**src/rtl/tmr_voter_seq_pkg.sv**
```systemverilog
// Shared channel indices and per-channel health state for the TMR voter.
// Optional statistics are enabled with the TMR_VOTER_STATS_EN macro.
package tmr_pkg;

  localparam int CH0    = 0;
  localparam int CH1    = 1;
  localparam int CH2    = 2;
  localparam int NUM_CH = 3;

  typedef enum logic [1:0] {
    HEALTHY = 2'd0,
    SUSPECT = 2'd1,
    FAULTY  = 2'd2
  } ch_state_e;

endpackage

```
**src/rtl/tmr_voter_seq_if.sv**
```systemverilog
// Bundles the replicated-channel beat, the voted result and the fault status.
// err_count is present only when TMR_VOTER_STATS_EN is defined.
interface tmr_voter_seq_if #(
  parameter int WIDTH    = 8,
  parameter int ERRCNT_W = 16
);

  logic             in_valid;
  logic [WIDTH-1:0] in1;
  logic [WIDTH-1:0] in2;
  logic [WIDTH-1:0] in3;
  logic             clear_fault;
  logic             out_valid;
  logic [WIDTH-1:0] out;
  logic             error;
  logic [2:0]       mismatch;
  logic [2:0]       faulty;
`ifdef TMR_VOTER_STATS_EN
  logic [ERRCNT_W-1:0] err_count;

  modport master (
    output in_valid, in1, in2, in3, clear_fault,
    input  out_valid, out, error, mismatch, faulty, err_count
  );

  modport slave (
    input  in_valid, in1, in2, in3, clear_fault,
    output out_valid, out, error, mismatch, faulty, err_count
  );
`else
  modport master (
    output in_valid, in1, in2, in3, clear_fault,
    input  out_valid, out, error, mismatch, faulty
  );

  modport slave (
    input  in_valid, in1, in2, in3, clear_fault,
    output out_valid, out, error, mismatch, faulty
  );
`endif

endinterface

```
**src/rtl/tmr_voter_seq_channel_monitor.sv**
```systemverilog
// Per-channel health FSM: counts consecutive disagreeing valid beats and
// latches a sticky fault once the count reaches FAULT_THRESH.
module tmr_channel_monitor
  import tmr_pkg::*;
#(
  parameter int FAULT_THRESH = 4,
  parameter int CNT_W        = 4
) (
  input  logic clk,
  input  logic rst,
  input  logic clear,
  input  logic beat_valid,
  input  logic beat_error,
  input  logic disagree,
  output logic faulty
);

  localparam logic [CNT_W-1:0] THRESH = CNT_W'(FAULT_THRESH);

  ch_state_e        state_q, state_d;
  logic [CNT_W-1:0] cnt_q, cnt_d;
  logic [CNT_W-1:0] cnt_inc;

  assign cnt_inc = cnt_q + 1'b1;

  always_ff @(posedge clk) begin
    if (rst) begin
      state_q <= HEALTHY;
      cnt_q   <= '0;
    end else begin
      state_q <= state_d;
      cnt_q   <= cnt_d;
    end
  end

  // Only beats that produced a vote count; error beats and idle cycles hold.
  always_comb begin
    state_d = state_q;
    cnt_d   = cnt_q;
    if (clear) begin
      state_d = HEALTHY;
      cnt_d   = '0;
    end else if (beat_valid && !beat_error) begin
      unique case (state_q)
        HEALTHY: begin
          if (disagree) begin
            cnt_d   = cnt_inc;
            state_d = (cnt_inc >= THRESH) ? FAULTY : SUSPECT;
          end
        end
        SUSPECT: begin
          if (disagree) begin
            cnt_d   = cnt_inc;
            state_d = (cnt_inc >= THRESH) ? FAULTY : SUSPECT;
          end else begin
            cnt_d   = '0;
            state_d = HEALTHY;
          end
        end
        FAULTY:  state_d = FAULTY;
        default: begin
          state_d = HEALTHY;
          cnt_d   = '0;
        end
      endcase
    end
  end

  always_comb begin
    faulty = (state_q == FAULTY);
  end

endmodule

```
**src/rtl/tmr_voter_seq.sv**
```systemverilog
// Registered TMR word voter with per-channel fault exclusion.
// Define TMR_VOTER_STATS_EN to add the saturating err_count output.
module tmr_voter_seq
  import tmr_pkg::*;
#(
  parameter int WIDTH        = 8,
  parameter int FAULT_THRESH = 4,
  parameter int CNT_W        = 4,
  parameter int ERRCNT_W     = 16
) (
  input logic          clk,
  input logic          rst,
  tmr_voter_seq_if.slave bus
);

  logic [WIDTH-1:0]  words [NUM_CH];
  logic [NUM_CH-1:0] faulty_w;
  logic [WIDTH-1:0]  vote_word;
  logic              vote_err;
  logic [NUM_CH-1:0] vote_mm;

  logic              out_valid_q, out_valid_d;
  logic [WIDTH-1:0]  out_q, out_d;
  logic              error_q, error_d;
  logic [NUM_CH-1:0] mismatch_q, mismatch_d;

  assign words[CH0] = bus.in1;
  assign words[CH1] = bus.in2;
  assign words[CH2] = bus.in3;

  // The vote always uses the fault set as it stood before this edge.
  always_comb begin
    vote_word = '0;
    vote_err  = 1'b1;
    unique case (faulty_w)
      3'b000: begin
        if (words[CH0] == words[CH1]) begin
          vote_word = words[CH0];
          vote_err  = 1'b0;
        end else if (words[CH1] == words[CH2]) begin
          vote_word = words[CH1];
          vote_err  = 1'b0;
        end else if (words[CH0] == words[CH2]) begin
          vote_word = words[CH2];
          vote_err  = 1'b0;
        end
      end
      3'b001: if (words[CH1] == words[CH2]) begin vote_word = words[CH1]; vote_err = 1'b0; end
      3'b010: if (words[CH0] == words[CH2]) begin vote_word = words[CH0]; vote_err = 1'b0; end
      3'b100: if (words[CH0] == words[CH1]) begin vote_word = words[CH0]; vote_err = 1'b0; end
      default: begin
        vote_word = '0;
        vote_err  = 1'b1;
      end
    endcase
    for (int i = 0; i < NUM_CH; i++) begin
      vote_mm[i] = !vote_err && !faulty_w[i] && (words[i] != vote_word);
    end
  end

  genvar gi;
  generate
    for (gi = 0; gi < NUM_CH; gi++) begin : g_mon
      tmr_channel_monitor #(
        .FAULT_THRESH (FAULT_THRESH),
        .CNT_W        (CNT_W)
      ) u_mon (
        .clk        (clk),
        .rst        (rst),
        .clear      (bus.clear_fault),
        .beat_valid (bus.in_valid),
        .beat_error (vote_err),
        .disagree   (vote_mm[gi]),
        .faulty     (faulty_w[gi])
      );
    end
  endgenerate

  always_comb begin
    out_valid_d = bus.in_valid;
    out_d       = bus.in_valid ? vote_word : out_q;
    error_d     = bus.in_valid && vote_err;
    mismatch_d  = bus.in_valid ? vote_mm : '0;
  end

  always_ff @(posedge clk) begin
    if (rst) begin
      out_valid_q <= 1'b0;
      out_q       <= '0;
      error_q     <= 1'b0;
      mismatch_q  <= '0;
    end else begin
      out_valid_q <= out_valid_d;
      out_q       <= out_d;
      error_q     <= error_d;
      mismatch_q  <= mismatch_d;
    end
  end

  assign bus.out_valid = out_valid_q;
  assign bus.out       = out_q;
  assign bus.error     = error_q;
  assign bus.mismatch  = mismatch_q;
  assign bus.faulty    = faulty_w;

`ifdef TMR_VOTER_STATS_EN
  logic [ERRCNT_W-1:0] err_count_q, err_count_d;

  // A clear on the same cycle as an error beat leaves the count at zero.
  always_comb begin
    err_count_d = err_count_q;
    if (bus.clear_fault) begin
      err_count_d = '0;
    end else if (error_d && !(&err_count_q)) begin
      err_count_d = err_count_q + 1'b1;
    end
  end

  always_ff @(posedge clk) begin
    if (rst) begin
      err_count_q <= '0;
    end else begin
      err_count_q <= err_count_d;
    end
  end

  assign bus.err_count = err_count_q;
`endif

endmodule

```
**src/flat_wrapper.sv**
```systemverilog
// flat-port wrapper written by rule: the top's interface ports become plain ports
module tmr_voter_seq_flat import tmr_pkg::*;
#(
  parameter int WIDTH        = 8,
  parameter int FAULT_THRESH = 4,
  parameter int CNT_W        = 4,
  parameter int ERRCNT_W     = 16
)
  (clk, rst, bus_in_valid, bus_in1, bus_in2, bus_in3, bus_clear_fault, bus_out_valid, bus_out, bus_error, bus_mismatch, bus_faulty);
  tmr_voter_seq_if #(.WIDTH(WIDTH), .ERRCNT_W(ERRCNT_W)) bus_i ();
  input logic clk;
  input logic rst;
  input wire logic [$bits(bus_i.in_valid)-1:0] bus_in_valid;
  input wire logic [$bits(bus_i.in1)-1:0] bus_in1;
  input wire logic [$bits(bus_i.in2)-1:0] bus_in2;
  input wire logic [$bits(bus_i.in3)-1:0] bus_in3;
  input wire logic [$bits(bus_i.clear_fault)-1:0] bus_clear_fault;
  output wire logic [$bits(bus_i.out_valid)-1:0] bus_out_valid;
  output wire logic [$bits(bus_i.out)-1:0] bus_out;
  output wire logic [$bits(bus_i.error)-1:0] bus_error;
  output wire logic [$bits(bus_i.mismatch)-1:0] bus_mismatch;
  output wire logic [$bits(bus_i.faulty)-1:0] bus_faulty;
  assign bus_i.in_valid = bus_in_valid;
  assign bus_i.in1 = bus_in1;
  assign bus_i.in2 = bus_in2;
  assign bus_i.in3 = bus_in3;
  assign bus_i.clear_fault = bus_clear_fault;
  assign bus_out_valid = bus_i.out_valid;
  assign bus_out = bus_i.out;
  assign bus_error = bus_i.error;
  assign bus_mismatch = bus_i.mismatch;
  assign bus_faulty = bus_i.faulty;
  tmr_voter_seq #(.WIDTH(WIDTH), .FAULT_THRESH(FAULT_THRESH), .CNT_W(CNT_W), .ERRCNT_W(ERRCNT_W)) u_core (.clk(clk), .rst(rst), .bus(bus_i));
endmodule
```
**config.mk**
```make
export PLATFORM = sky130hd
export DESIGN_NAME = tmr_voter_seq_flat
export DESIGN_NICKNAME = d
export VERILOG_FILES = /design/src/rtl/tmr_voter_seq_pkg.sv /design/src/rtl/tmr_voter_seq_if.sv /design/src/rtl/tmr_voter_seq_channel_monitor.sv /design/src/rtl/tmr_voter_seq.sv /design/src/flat_wrapper.sv
export SDC_FILE = /design/constraint.sdc
export NUM_CORES = 1
export LEC_CHECK = 0
export CAP_MARGIN = 20
export CORE_UTILIZATION = 39
export DETAILED_ROUTE_END_ITERATION = 8
export GPL_TIMING_DRIVEN = 0
export SYNTH_ARGS = -nofsm -noshare
export SYNTH_HDL_FRONTEND = slang
export SYNTH_SLANG_ARGS = --single-unit
export TNS_END_PERCENT = 30
```
**constraint.sdc**
```tcl
create_clock -name clk -period 6.7 [get_ports clk]
set_input_delay 2.01 -clock clk [delete_from_list [all_inputs] [get_ports clk]]
set_output_delay 2.01 -clock clk [all_outputs]
set_load 0.02 [all_outputs]
```
Yosys cells after proc, flatten, opt, wreduce, memory -nomap -nowiden
Cells that the tools add are included.

Register bits after elaboration: 31. Bits in latches: 0. Bits in writable memories: 0. ROM bits: 0. Output and inout bits: 16. Word-level logic and storage cells: 96. Memories: 0.

$add $sub $neg: 3. $mul: 0. Divide/modulo/power cells: 0. $lt $le $gt $ge: 3. Equal/unequal tests: 18. Shifts and indexed selects: 0. Multiplexer cells: 34. Bitwise logic cells: 4. Reduce and logical (&&, ||, !) cells: 24.

Operators by type and width (number): 2-to-1 mux 8 bit (6); one-hot mux 4 bit (3 select lines) (3); one-hot mux 8 bit (4 select lines) (1); equality test 8 bit (3); 2-to-1 mux 4 bit (6); inequality test 8 bit (3); 2-to-1 mux 2 bit (9); one-hot mux 2 bit (3 select lines) (3); adder 4 x 1 -> 4 bit, second input constant (3); >= comparator 4 x 3 -> 1 bit, second input constant (3); AND reduction 3 bit (3); logical AND 1 bit (8); equality test 2 x 1 -> 1 bit, second input constant (3); equality test 2 bit, second input constant (3); zero test 2 bit (3); inequality test 2 bit, second input constant (3); AND reduction 2 bit (3); 2-to-1 mux 1 bit (5); zero test 1 bit (4); inverter 1 bit (4); one-hot mux 1 bit (4 select lines) (1); OR reduction 2 bit (2); equality test 3 x 1 -> 1 bit, second input constant (1); equality test 3 x 2 -> 1 bit, second input constant (1); 2 further kinds (2).

Longest topological paths before layout
Gate-level depths: netlist (run 1).

Word-level depth: 10. Depth in mapped cells: 12. Gate-level depth less buffers: 11.

Cells and area by module
A second synthesis (run 1) with hierarchy kept.

Cells, all modules: 370. Area total of the unflattened synthesis: 2929.1 um^2.

By module, submodules not included: tmr_voter_seq (instances 1, cells an instance 256, area an instance 1896.8 um^2, sequential area each 260.2 um^2); tmr_channel_monitor (instances 3, cells an instance 38, area an instance 344.1 um^2, sequential area each 120.1 um^2).

Worst setup path before layout (run 1)
No wires, ideal clock.

Path type: input-to-reg. Start point: in bus_in1[3]. End point: reg u_core.g_mon[1].u_mon.cnt_q[1]. Data arrival time: 4743 ps. Required time: 6626 ps. Slack: 1883 ps. Cell stages on the path: 10. Buffers on the path: 1. Cell sequence: buf_4 -> xnor2_1 -> nand4_1 -> or4_4 -> and3_2 -> xnor2_1 -> nor4_2 -> a31oi_4 -> or3b_1 -> a31oi_1.

Longest elaborated chain between the ends: 10.

RTL lines: start: declaration (line flat_wrapper.sv:14) `input wire logic [$bits(bus_i.in1)-1:0] bus_in1;`; parallel branches: the longest is 10 deep, another holds equality test 8 bit; end signal: assignment (line tmr_voter_seq_channel_monitor.sv:32) `cnt_q <= cnt_d;`; end: declaration (line tmr_voter_seq_channel_monitor.sv:21) `logic [CNT_W-1:0] cnt_q, cnt_d;`.

Several ways; the timed one is not identified. A chain may end at the register's enable or synchronous reset.

Worst setup path after layout (run 1)
Start point: in bus_in1[6]. End point: reg u_core.g_mon[1].u_mon.cnt_q[1].

Same word-level chain as after synthesis.

==> results of run 1 <==
[registers in the layout, indices dropped and copies added (netlist names)]
register                    cells
u_core.bus.error                1
u_core.bus.mismatch             3
u_core.bus.out                  8
u_core.bus.out_valid            1
u_core.g_mon.u_mon.cnt_q       12
u_core.g_mon.u_mon.state_q      6
[final cells by class]
cell class | instances | share of cell area, %
Buffer | 29 | 5.10
Multi-Input combinational cell | 296 | 61.6
Tap cell | 102 | 3.51
Inverter | 17 | 1.76
Clock buffer | 6 | 2.27
Sequential cell | 31 | 17.1
Timing Repair Buffer | 28 | 7.72
Clock inverter | 2 | 0.965
[cell families (layout without fill, tap and decap cells)]
group | count (synthesis) | count (layout) | share of synthesized area [%]
flops | 31 | 31 | 20.0
xor+xnor | 36 | 36 | 10.6
compound gates | 101 | 101 | 29.8
fa+ha+maj | 3 | 3 | 1.21
buf+inv | 46 | 82 | 8.01
simple gates | 152 | 152 | 29.1
mux | 4 | 4 | 1.33
[where the power goes]
| part | leakage [nW] | switching (mW) | internal (mW) |
|---|---|---|---|
| clock | 0.0612 | 0.0710 | 0.120 |
| combinational | 0.937 | 0.0615 | 0.0437 |
| sequential | 0.251 | 0.00119 | 0.187 |
| total | 1.25 | 0.134 | 0.351 |
[worst max-delay path by stage]
stage | endpoint | slack, ps
3_3_place_gp | u_core.g_mon[1].u_mon.cnt_q[1]$_SDFFE_PP0P_ | 930
4_1_cts | u_core.g_mon[1].u_mon.cnt_q[1]$_SDFFE_PP0P_ | 1190
2_1_floorplan | u_core.g_mon[1].u_mon.cnt_q[1]$_SDFFE_PP0P_ | 1880
6_report | u_core.g_mon[1].u_mon.cnt_q[1]$_SDFFE_PP0P_ | 1140
3_5_place_dp | u_core.g_mon[1].u_mon.cnt_q[1]$_SDFFE_PP0P_ | 890
5_1_grt | u_core.g_mon[1].u_mon.cnt_q[1]$_SDFFE_PP0P_ | 780
[routing by layer]
metal  routed length, microns  GRT usage, %  part of all wire [%]
met5                        0             0                     0
met4                      297          9.66                   3.4
met3                      396          3.35                   4.5
met2                     4270          38.4                    48
met1                     3880          27.2                    44
[worst max-delay path, delay by kind of cell]
kind	cells	cell delay, ps
AND/OR/NAND/NOR	6	2500
buffers and inverters	1	540
XOR/XNOR	2	370
AO/OA/AOI/OAI	2	340
[per-stage QoR]
step	hold slack (ps)	setup slack, ps	area [sq um]
after floorplan	453	1880	3110
after global placement	461	927	3510
after detailed placement	462	894	3510
after CTS	473	1190	3630
after global routing	518	778	3630
final	471	1140	3630
[layout by cell type, fill, tap and decap left out, types with 3 or more instances in the layout]
| master | netlist | routed |
|---|---|---|
| nor3_1 | 15 | 15 |
| inv_2 | 3 | 3 |
| buf_2 | 5 | 5 |
| a22o_1 | 6 | 6 |
| clkbuf_8 | 0 | 6 |
| xor2_1 | 12 | 12 |
| a31oi_1 | 12 | 12 |
| nand2_1 | 37 | 37 |
| or4_1 | 5 | 5 |
| nand3b_1 | 4 | 4 |
| nand2b_1 | 5 | 5 |
| buf_4 | 9 | 9 |
| clkbuf_2 | 5 | 5 |
| a311oi_1 | 4 | 4 |
| dfxtp_1 | 31 | 31 |
| mux2i_1 | 3 | 3 |
| a31oi_4 | 3 | 3 |
| a32o_1 | 4 | 4 |
| o211ai_1 | 5 | 5 |
| buf_6 | 4 | 4 |
| o21ai_0 | 8 | 8 |
| ha_1 | 3 | 3 |
| inv_1 | 14 | 14 |
| and4_1 | 3 | 3 |
| xnor2_1 | 22 | 22 |
| or3_1 | 5 | 5 |
| clkdlybuf4s50_1 | 0 | 28 |
| nand3_1 | 15 | 15 |
| a211oi_1 | 7 | 7 |
| nor4_1 | 4 | 4 |
| clkbuf_1 | 6 | 6 |
| a21oi_1 | 11 | 11 |
| nor2_1 | 16 | 16 |
| nand4_1 | 14 | 14 |
==> impl_results.md, run 1 <==
- Final #Nets: around 440
- Post-synthesis async set-or-reset flop share: 0%
- Setup repair bufs after CTS: 0
- Residual DRC: 0
- Final Setup Violations: 0
- HPWL reported at the end of detailed placement: 7.09 mm
- R2R setup slack: 3090 ps
- Req. time, crit path: 6920 ps
- Peak supply drop: between 70 and 80 uV
- Cts hold-fix bufs: 0
- FF-to-FF path depth: 12
- Max Cap Viol: 0
- Placed Instances: 503
- Worst Hold Depth: 2
- CTS buffer count: 5
- Footprint of the multi-input gates: roughly 2200 sq um
- HP Class: reg2reg
- Vias in the first global route: about 2800
- Pwr dens: 133 nW/um^2
- Num Clock Sinks: 31
- Total wire length: roughly 8.8 mm
- Placer Congestion: 1.02
- Pin count of the biggest net entering global routing: 11
- Avg Vias per Cell: around 6
- IO Port Bufs: 28
- Post-cts resize count: 0
- Least-Margin Pin Slew: 1010 ps
- Most frequent cell after synthesis: nand2_1
- Synth warnings: 0
- Top area cells in the synthesized netlist: dfxtp_1 (20%), xnor2_1 (6.2%), nand2_1 (4.5%)
- CP max stage cell: nor4_1
- Area grow syn2layout: 16.9%
- Worst R2R End: u_core.g_mon[1].u_mon.cnt_q[1]$_SDFFE_PP0P_
- Clk buf depth: 2
- Die height: around 90 microns
- Vias: roughly 3000
- Die area: roughly 8300 sq um
- HP Start: u_core.bus.out[4]$_SDFFE_PP0P_
- ANT nets after route: 0
- CP max FO: 6
- Synth top cells by count: nand2_1 (37), dfxtp_1 (31), xnor2_1 (22)
- Post-synth EDFFs: 0
- Cell accounting for the most synthesized area: dfxtp_1
- Fin cells: ~510
- CTS H-tree lvls: 2
- RSZ-0062 raised after global routing: false
- Endpoints failing hold: 0
- Synth Area per Inst: about 8.3 sq um
- Initial core utilization: between 40 and 50%
- Drt first pass iters: 4
- CP Launch Type: input pin
- Post-layout min period: around 5600 ps
- CTS clk-pin slew, worst paths: roughly 70 ps
- Critical Path Start: bus_in1[6]
- Critical path capture point type: flip-flop
- Final Slew Violations: 0
- Top FF cell, synth: dfxtp_1
- Flops & latches, synth: 31
- Worst-path cell chain: clkdlybuf4s50_1, xor2_1, nor4_1, nand2_1, or4_4, and3_2, xnor2_1, nor4_2, a31oi_4, or3b_1, a31oi_1
- WHS Endpoint: u_core.bus.out[4]$_SDFFE_PP0P_
- Root Buffer: clkbuf_8
- Initial antenna violation count: 0
- TritonCTS clock tree: built
- Worst Skew: a little over 10 ps
- Final Cycle Share: between 80 and 90%
- DIE WIDTH: ~91 microns
- Pwr Total: between 0.4 and 0.5 mW
- Synthesized area: between 3000 and 4000 sq um
- Reg2Reg Launch Point: u_core.g_mon[0].u_mon.state_q[0]$_SDFFE_PP0P_
- Syn Nets: approximately 400
- Share of cells above drive strength 1: between 10% and 20%
- Post-synthesis sequential area ratio: between 10% and 20%
- Wire per inst: roughly 17 microns
- Fillers: between 700 and 800
- Layout Utilization: a little under half
- Leak Pwr: approximately 1.2 nW
- Mapped Cells: between 300 and 400
- Clock Latency Late Sink: between 200 and 300 ps
- Total Routing Usage GR: between 20 and 25%
- Slew HR: 31.7%
- First-pass GRT wire length: ~15 mm
- Status: completed
- Register area: ~620 sq um
- Critical Path AT: slightly below 6000 ps
- Slowest stage delay, CP: 870 ps
- Core area: roughly 7700 sq um
- Post-synth top area share: between 10% and 20%
- Antenna diodes: 0
- Starting DRT DRC Count: ~210
- # rows: 32
- Crit path kind: in2reg
- F_max: around 180 MHz
- Cell variety after synth: 86
- Final setup TNS: 0 ps
- Ports: 44
- Gr ovfl total: 0
(Power assumes the default switching activity.)
==> inputs of run 2 (changes only) <==
==> constraint.sdc (replaced) <==
create_clock -name clk -period 5.35 [get_ports clk]
set_input_delay 1.605 -clock clk [delete_from_list [all_inputs] [get_ports clk]]
set_output_delay 1.605 -clock clk [all_outputs]
set_load 0.02 [all_outputs]
==> run 2 against run 1 <==
Effect of this change:
- global-route usage did not move
- flip-flop and latch count stayed put
- worst hold slack about the same
- power rose by 25%
- critical path depth stayed put
- routed wire length grew 0.53%
- register-to-register slack worse by 1300 ps
- first-iteration DRC count shrank 18%
- largest cell class unchanged
==> impl_results.md, run 2 (synthesis results as in run 1) <==
- Pwr dens: 166 nW/um^2 (+25%)
- Placer Congestion: 1.02 (unchanged)
- IO Port Bufs: 28 (unchanged)
- Critical Path Start: bus_in1[6]
- Fillers: 777 (+0.13%)
- CTS clk-pin slew, worst paths: 70 ps (about the same)
- TritonCTS clock tree: built
- Most frequent cells in the layout: nand2_1 (37), dfxtp_1 (31), clkdlybuf4s50_1 (28), xnor2_1 (22), nor2_1 (16)
- Antenna diodes: 0 (unchanged)
- DP Worst Slack: -50.6 ps (-945 ps)
- Slew HR: 36.2% (+4.5 points)
- Fin worst setup slack: 258 ps (-887 ps)
- Final Setup Violations: 0 (unchanged)
- Reg2Reg Launch Point: u_core.g_mon[0].u_mon.state_q[0]$_SDFFE_PP0P_
- RSZ-0062 raised after global routing: false
- Final Cycle Share: between 90 and 100%
- Drt first pass iters: 5 (+1)
- Pin count of the biggest net entering global routing: 11 (unchanged)
- ANT nets after route: 0 (unchanged)
- Ports: 44 (unchanged)
- Crit path kind: in2reg
- Die area: 8330 sq um (unchanged)
- Fin cells: 514 (+0.59%)
- Pwr Total: 0.608 mW (+25%)
- Post-layout min period: 5090 ps
- Placed Instances: 503 (unchanged)
- Critical Path AT: 5310 ps (-470 ps)
- Final Slew Violations: 0 (unchanged)
- Area grow syn2layout: 17.6%
- Die height: 91.3 microns (unchanged)
- Num Clock Sinks: 31 (unchanged)
- Req. time, crit path: 5570 ps (-1350 ps)
- Share of cells above drive strength 1: 19.7% (+0.59 points)
- Total wire length: 8.89 mm (+0.53%)
- Gr ovfl total: 0 (unchanged)
- Total Routing Usage GR: 22.2% (unchanged)
- Worst Skew: 10.0 ps (-0.299 ps)
- Wire per inst: 17.3 microns (about the same)
- Least-Margin Pin Slew: 948 ps (-66.3 ps)
- Peak supply drop: 93.0 uV (+26%)
- DIE WIDTH: 91.3 microns (unchanged)
- Commonest non-fill, non-tap cell in the layout: nand2_1
- F_max: a little under 200 MHz
- Endpoints failing hold: 0 (unchanged)
- Post-cts resize count: 0 (unchanged)
- Critical path capture point type: flip-flop
- CTS buffer count: 5 (unchanged)
- Clk buf depth: 2 (unchanged)
- Avg Vias per Cell: 5.95 (+0.14%)
- CTS H-tree lvls: 2 (unchanged)
- Residual DRC: 0 (unchanged)
- Starting DRT DRC Count: 168 (-18%)
- Initial antenna violation count: 0 (unchanged)
- Max Cap Viol: 0 (unchanged)
- First-pass GRT wire length: 14.6 mm (unchanged)
- HP Start: u_core.bus.out[4]$_SDFFE_PP0P_
- HPWL reported at the end of detailed placement: 7.09 mm (unchanged)
- Max FFs per register: 12 (unchanged)
- Final #Nets: 442 (+0.68%)
- HP Class: reg2reg
- WHS: 471 ps (+0.132 ps)
- Vias in the first global route: 2843 (unchanged)
- Clock Latency Late Sink: 290 ps (about the same)
- Biggest register: u_core.g_mon.u_mon.cnt_q
- Root Buffer: clkbuf_8
- # rows: 32 (unchanged)
- Status: completed
- Initial core utilization: 40.2% (unchanged)
- Core area: 7730 sq um (unchanged)
- Finished Cell Area: 3650 sq um (+0.62%)
- Area after DPL: 3510 sq um (unchanged)
- CP max FO: 6 (unchanged)
- Vias: 3058 (+0.72%)
- Leak Pwr: 1.26 nW (+1.0%)
- CP Launch Type: input pin
run 2: cell count changes in the layout (fill, tap and decap cells not counted):
cell   delta
buf_4     +3
run 2: cell type report:
class	count	area [sq um]	share of cell area, %
clock inverter	2	35.0	0.959
inverter	17	63.8	1.75
timing repair buffer	31	303	8.28
buffer	29	185	5.07
multi-input combinational	296	2240	61.2
sequential	31	621	17.0
tap	102	128	3.49
clock buffer	6	82.6	2.26
run 2: power by group:
part / internal, mW / switching [mW]
registers: 0.234 / 0.00150
logic: 0.0560 / 0.0773
clock network: 0.151 / 0.0885
total: 0.441 / 0.167
run 2: through the flow:
| step | TNS, ps | utilization (%) |
|---|---|---|
| after floorplan | 0 | - |
| after global placement | -18.0 | 45.5 |
| after detailed placement | -68.7 | 45.5 |
| after CTS | 0 | 47.0 |
| after global routing | 0 | 47.3 |
| final | 0 | 47.3 |
run 2: critical path, cell delays in order:
cell and delay [ps]:
clkdlybuf4s50_1 540, xor2_1 240, nor4_1 820, nand2_1 110, or4_4 480, and3_2 250
xnor2_1 130, nor4_2 400, a31oi_4 180, or3b_1 380, a31oi_1 150
run 2: per-layer routing:
metal	vias up	part of all wire, %	global-route usage, %
li1	1496	-	-
met1	1446	43	27.2
met2	102	49	38.4
met5	-	0	0
met3	14	5.2	3.35
met4	0	2.3	9.66
run 2: worst paths after layout:
check	endpoint	cells past startpoint	slack [ps]
setup reg to reg	u_core.g_mon[1].u_mon.cnt_q[1]$_SDFFE_PP0P_	12	1740
hold / removal	u_core.bus.out[4]$_SDFFE_PP0P_	2	470
hold reg to reg	u_core.bus.out[4]$_SDFFE_PP0P_	2	470
setup / recovery	u_core.g_mon[1].u_mon.cnt_q[1]$_SDFFE_PP0P_	11	260
run 2: what timing repair did:
action	CTS	global route
buffers inserted	0	3
hold buffers	0	0
setup endpoints to repair	0	10
==> inputs of run 3 (changes only) <==
--- a/config.mk
+++ b/config.mk
@@ -6,6 +6,7 @@
 export NUM_CORES = 1
 export LEC_CHECK = 0
 export CAP_MARGIN = 20
+export CORE_ASPECT_RATIO = 0.6
 export CORE_UTILIZATION = 39
 export DETAILED_ROUTE_END_ITERATION = 8
 export GPL_TIMING_DRIVEN = 0
==> constraint.sdc (replaced) <==
create_clock -name clk -period 5.35 [get_ports clk]
set_input_delay 0.8025 -clock clk [delete_from_list [all_inputs] [get_ports clk]]
set_output_delay 0.8025 -clock clk [all_outputs]
set_load 0.02 [all_outputs]
==> run 3 against run 2 <==
Effect of this change:
- final cell count decreased by 0.39%
- clock power increased by 17%
- flip-flop and latch count unchanged
- combinational power about the same
- sequential share of layout area about the same
- die area increased by 0.15%
==> impl_results.md, run 3 (synthesis results as in run 1) <==
- Max FFs per register: 12 (unchanged)
- Area grow syn2layout: 17.8%
- Final Cycle Share: 84.7% (-10 points)
- End of the critical path: u_core.g_mon[1].u_mon.cnt_q[1]$_SDFFE_PP0P_
- # rows: 24 (-25%)
- Register area: 621 sq um (unchanged)
- CP max stage cell: nor4_1
- Worst Skew: 6.41 ps (-3.61 ps)
- Pin count of the biggest net entering global routing: 11 (unchanged)
- TritonCTS clock tree: built
- Worst R2R End: u_core.g_mon[1].u_mon.cnt_q[1]$_SDFFE_PP0P_
- Vias in the first global route: 2720 (-4.3%)
- CP max FO: 6 (unchanged)
- Biggest register: u_core.g_mon.u_mon.cnt_q
- Fillers: 748 (-3.7%)
- DIE WIDTH: 117 microns (+28%)
- HPWL reported at the end of detailed placement: 7.81 mm (+10%)
- Critical path capture point type: flip-flop
- CTS clk-pin slew, worst paths: 50 ps (-20 ps)
- Peak supply drop: 98.3 uV (+5.7%)
- Reg2Reg Launch Point: u_core.g_mon[1].u_mon.state_q[0]$_SDFFE_PP0P_
- Ports: 44 (unchanged)
- Worst-path cell chain: clkdlybuf4s50_1, xor2_1, nor4_1, nand2_1, or4_4, and3_2, xnor2_1, nor4_2, a31oi_4, or3b_1, a31oi_1
- Core area: 7480 sq um (-3.2%)
- Setup repair bufs after CTS: 0 (unchanged)
- Cts hold-fix bufs: 0 (unchanged)
- Status: completed
- Post-layout min period: 4530 ps (-559 ps)
- Share of cells above drive strength 1: 18.9% (-0.79 points)
- Final setup TNS: 0 ps (unchanged)
- ANT nets after route: 0 (unchanged)
- Gr ovfl total: 0 (unchanged)
- FF-to-FF path depth: 11 (-1)
- Req. time, crit path: 5550 ps (-20 ps)
- Critical Path AT: 4740 ps (-570 ps)
- Avg Vias per Cell: 5.97 (+0.42%)
- Wire per inst: 19.0 microns (+10%)
- Clock Latency Late Sink: 280 ps (about the same)
- Crit path kind: in2reg
- Total wire length: 9.74 mm (+9.6%)
- Residual DRC: 0 (unchanged)
- Die height: 71.1 microns (-22%)
- HP Class: reg2reg
- Max Cap Viol: 0 (unchanged)
- Critical Path Start: bus_in1[6]
- R2R setup slack: 1630 ps (-110 ps)
- Most frequent cells in the layout: nand2_1 (37), dfxtp_1 (31), clkdlybuf4s50_1 (28), xnor2_1 (22), nor2_1 (16)
- Vias: 3059 (+0.033%)
- Initial antenna violation count: 0 (unchanged)
- Slew HR: 20.2% (-16 points)
- Pwr Total: 0.653 mW (+7.3%)
- Footprint of the multi-input gates: 2240 sq um (unchanged)
- CTS buffer count: 5 (unchanged)
- Starting DRT DRC Count: 310 (+85%)
- Antenna diodes: 0 (unchanged)
- Leak Pwr: 1.26 nW (about the same)
- Commonest non-fill, non-tap cell in the layout: nand2_1
- Initial core utilization: 41.5% (+1.3 points)
- Endpoints failing hold: 0 (unchanged)
- CP Launch Type: input pin
- Num Clock Sinks: 31 (unchanged)
- Final Setup Violations: 0 (unchanged)
- Drt first pass iters: 5 (unchanged)
- Post-cts resize count: 0 (unchanged)
- Final #Nets: 439 (-0.68%)
- Least-Margin Pin Slew: 1190 ps (+237 ps)
- Pwr dens: 178 nW/um^2 (+7.1%)
- Clk buf depth: 2 (unchanged)
- F_max: 221 MHz (+12%)
- CTS H-tree lvls: 2 (unchanged)
- First-pass GRT wire length: 15.4 mm (+5.3%)
- Die area: 8340 sq um (+0.15%)
- Root Buffer: clkbuf_16
- Slowest stage delay, CP: 1000 ps (+180 ps)
- Placer Congestion: 1.04 (+1.5%)
- Final Slew Violations: 0 (unchanged)
- Total Routing Usage GR: 24.9% (+2.7 points)
- IO Port Bufs: 28 (unchanged)
- RSZ-0062 raised after global routing: false
-- run 3: cell types whose count changed in the layout (fill, tap and decap cells not counted) --
cell | previous run | this run
bufinv_16 | 1 | 0
buf_4 | 12 | 9
clkbuf_16 | 0 | 5
clkbuf_8 | 6 | 1
-- run 3: where the power goes --
part / switching (mW) / leakage (nW) / internal [mW]
logic: 0.0818 / 0.937 / 0.0547
clock network: 0.0984 / 0.0727 / 0.181
registers: 0.00188 / 0.251 / 0.235
-- run 3: worst min-delay path by stage --
stage | cells after the start | startpoint | slack, ps | endpoint
finish | 2 | u_core.bus.out[4]$_SDFFE_PP0P_ | 480 | u_core.bus.out[4]$_SDFFE_PP0P_
global route | 2 | u_core.bus.out[5]$_SDFFE_PP0P_ | 500 | u_core.bus.out[5]$_SDFFE_PP0P_
CTS | 2 | u_core.bus.out[4]$_SDFFE_PP0P_ | 480 | u_core.bus.out[4]$_SDFFE_PP0P_
detailed placement | 2 | u_core.bus.out[4]$_SDFFE_PP0P_ | 470 | u_core.bus.out[4]$_SDFFE_PP0P_
global placement | 2 | u_core.bus.out[4]$_SDFFE_PP0P_ | 470 | u_core.bus.out[4]$_SDFFE_PP0P_
floorplan | 1 | u_core.g_mon[2].u_mon.state_q[0]$_SDFFE_PP0P_ | 450 | u_core.g_mon[2].u_mon.state_q[1]$_SDFFE_PP0P_
-- run 3: routing by layer --
layer  GRT usage [%]  wire [microns]
met5               0               0
met4            3.80              48
met3            10.3            1160
met2            29.9            3390
met1            39.9            5140
-- run 3: final cells by class --
class / instances / share of cell area [%]
Tap cell: 104 / 3.55
Timing Repair Buffer: 28 / 7.66
Inverter: 17 / 1.74
Clock inverter: 1 / 0.137
Multi-Input combinational cell: 296 / 61.1
Buffer: 29 / 5.06
Clock buffer: 6 / 3.79
Sequential cell: 31 / 17.0
-- run 3: metrics by stage --
step	area, sq um	instances	setup slack, ps	utilization, %	hold slack [ps]
3_5_place_dp	3520	505	746	47.0	475
4_1_cts	3660	512	1010	49.0	482
5_1_grt	3660	512	638	49.0	505
3_3_place_gp	3520	505	670	47.0	471
6_report	3660	512	816	49.0	479
2_1_floorplan	3110	373	1740	-	453
-- run 3: critical path, delay by kind of cell --
kind,cells,cell delay (ps)
buffers and inverters,1,560
xor gates and xnor gates,2,380
and+or+nand+nor,6,2650
AOI/OAI and AO/OA,2,350
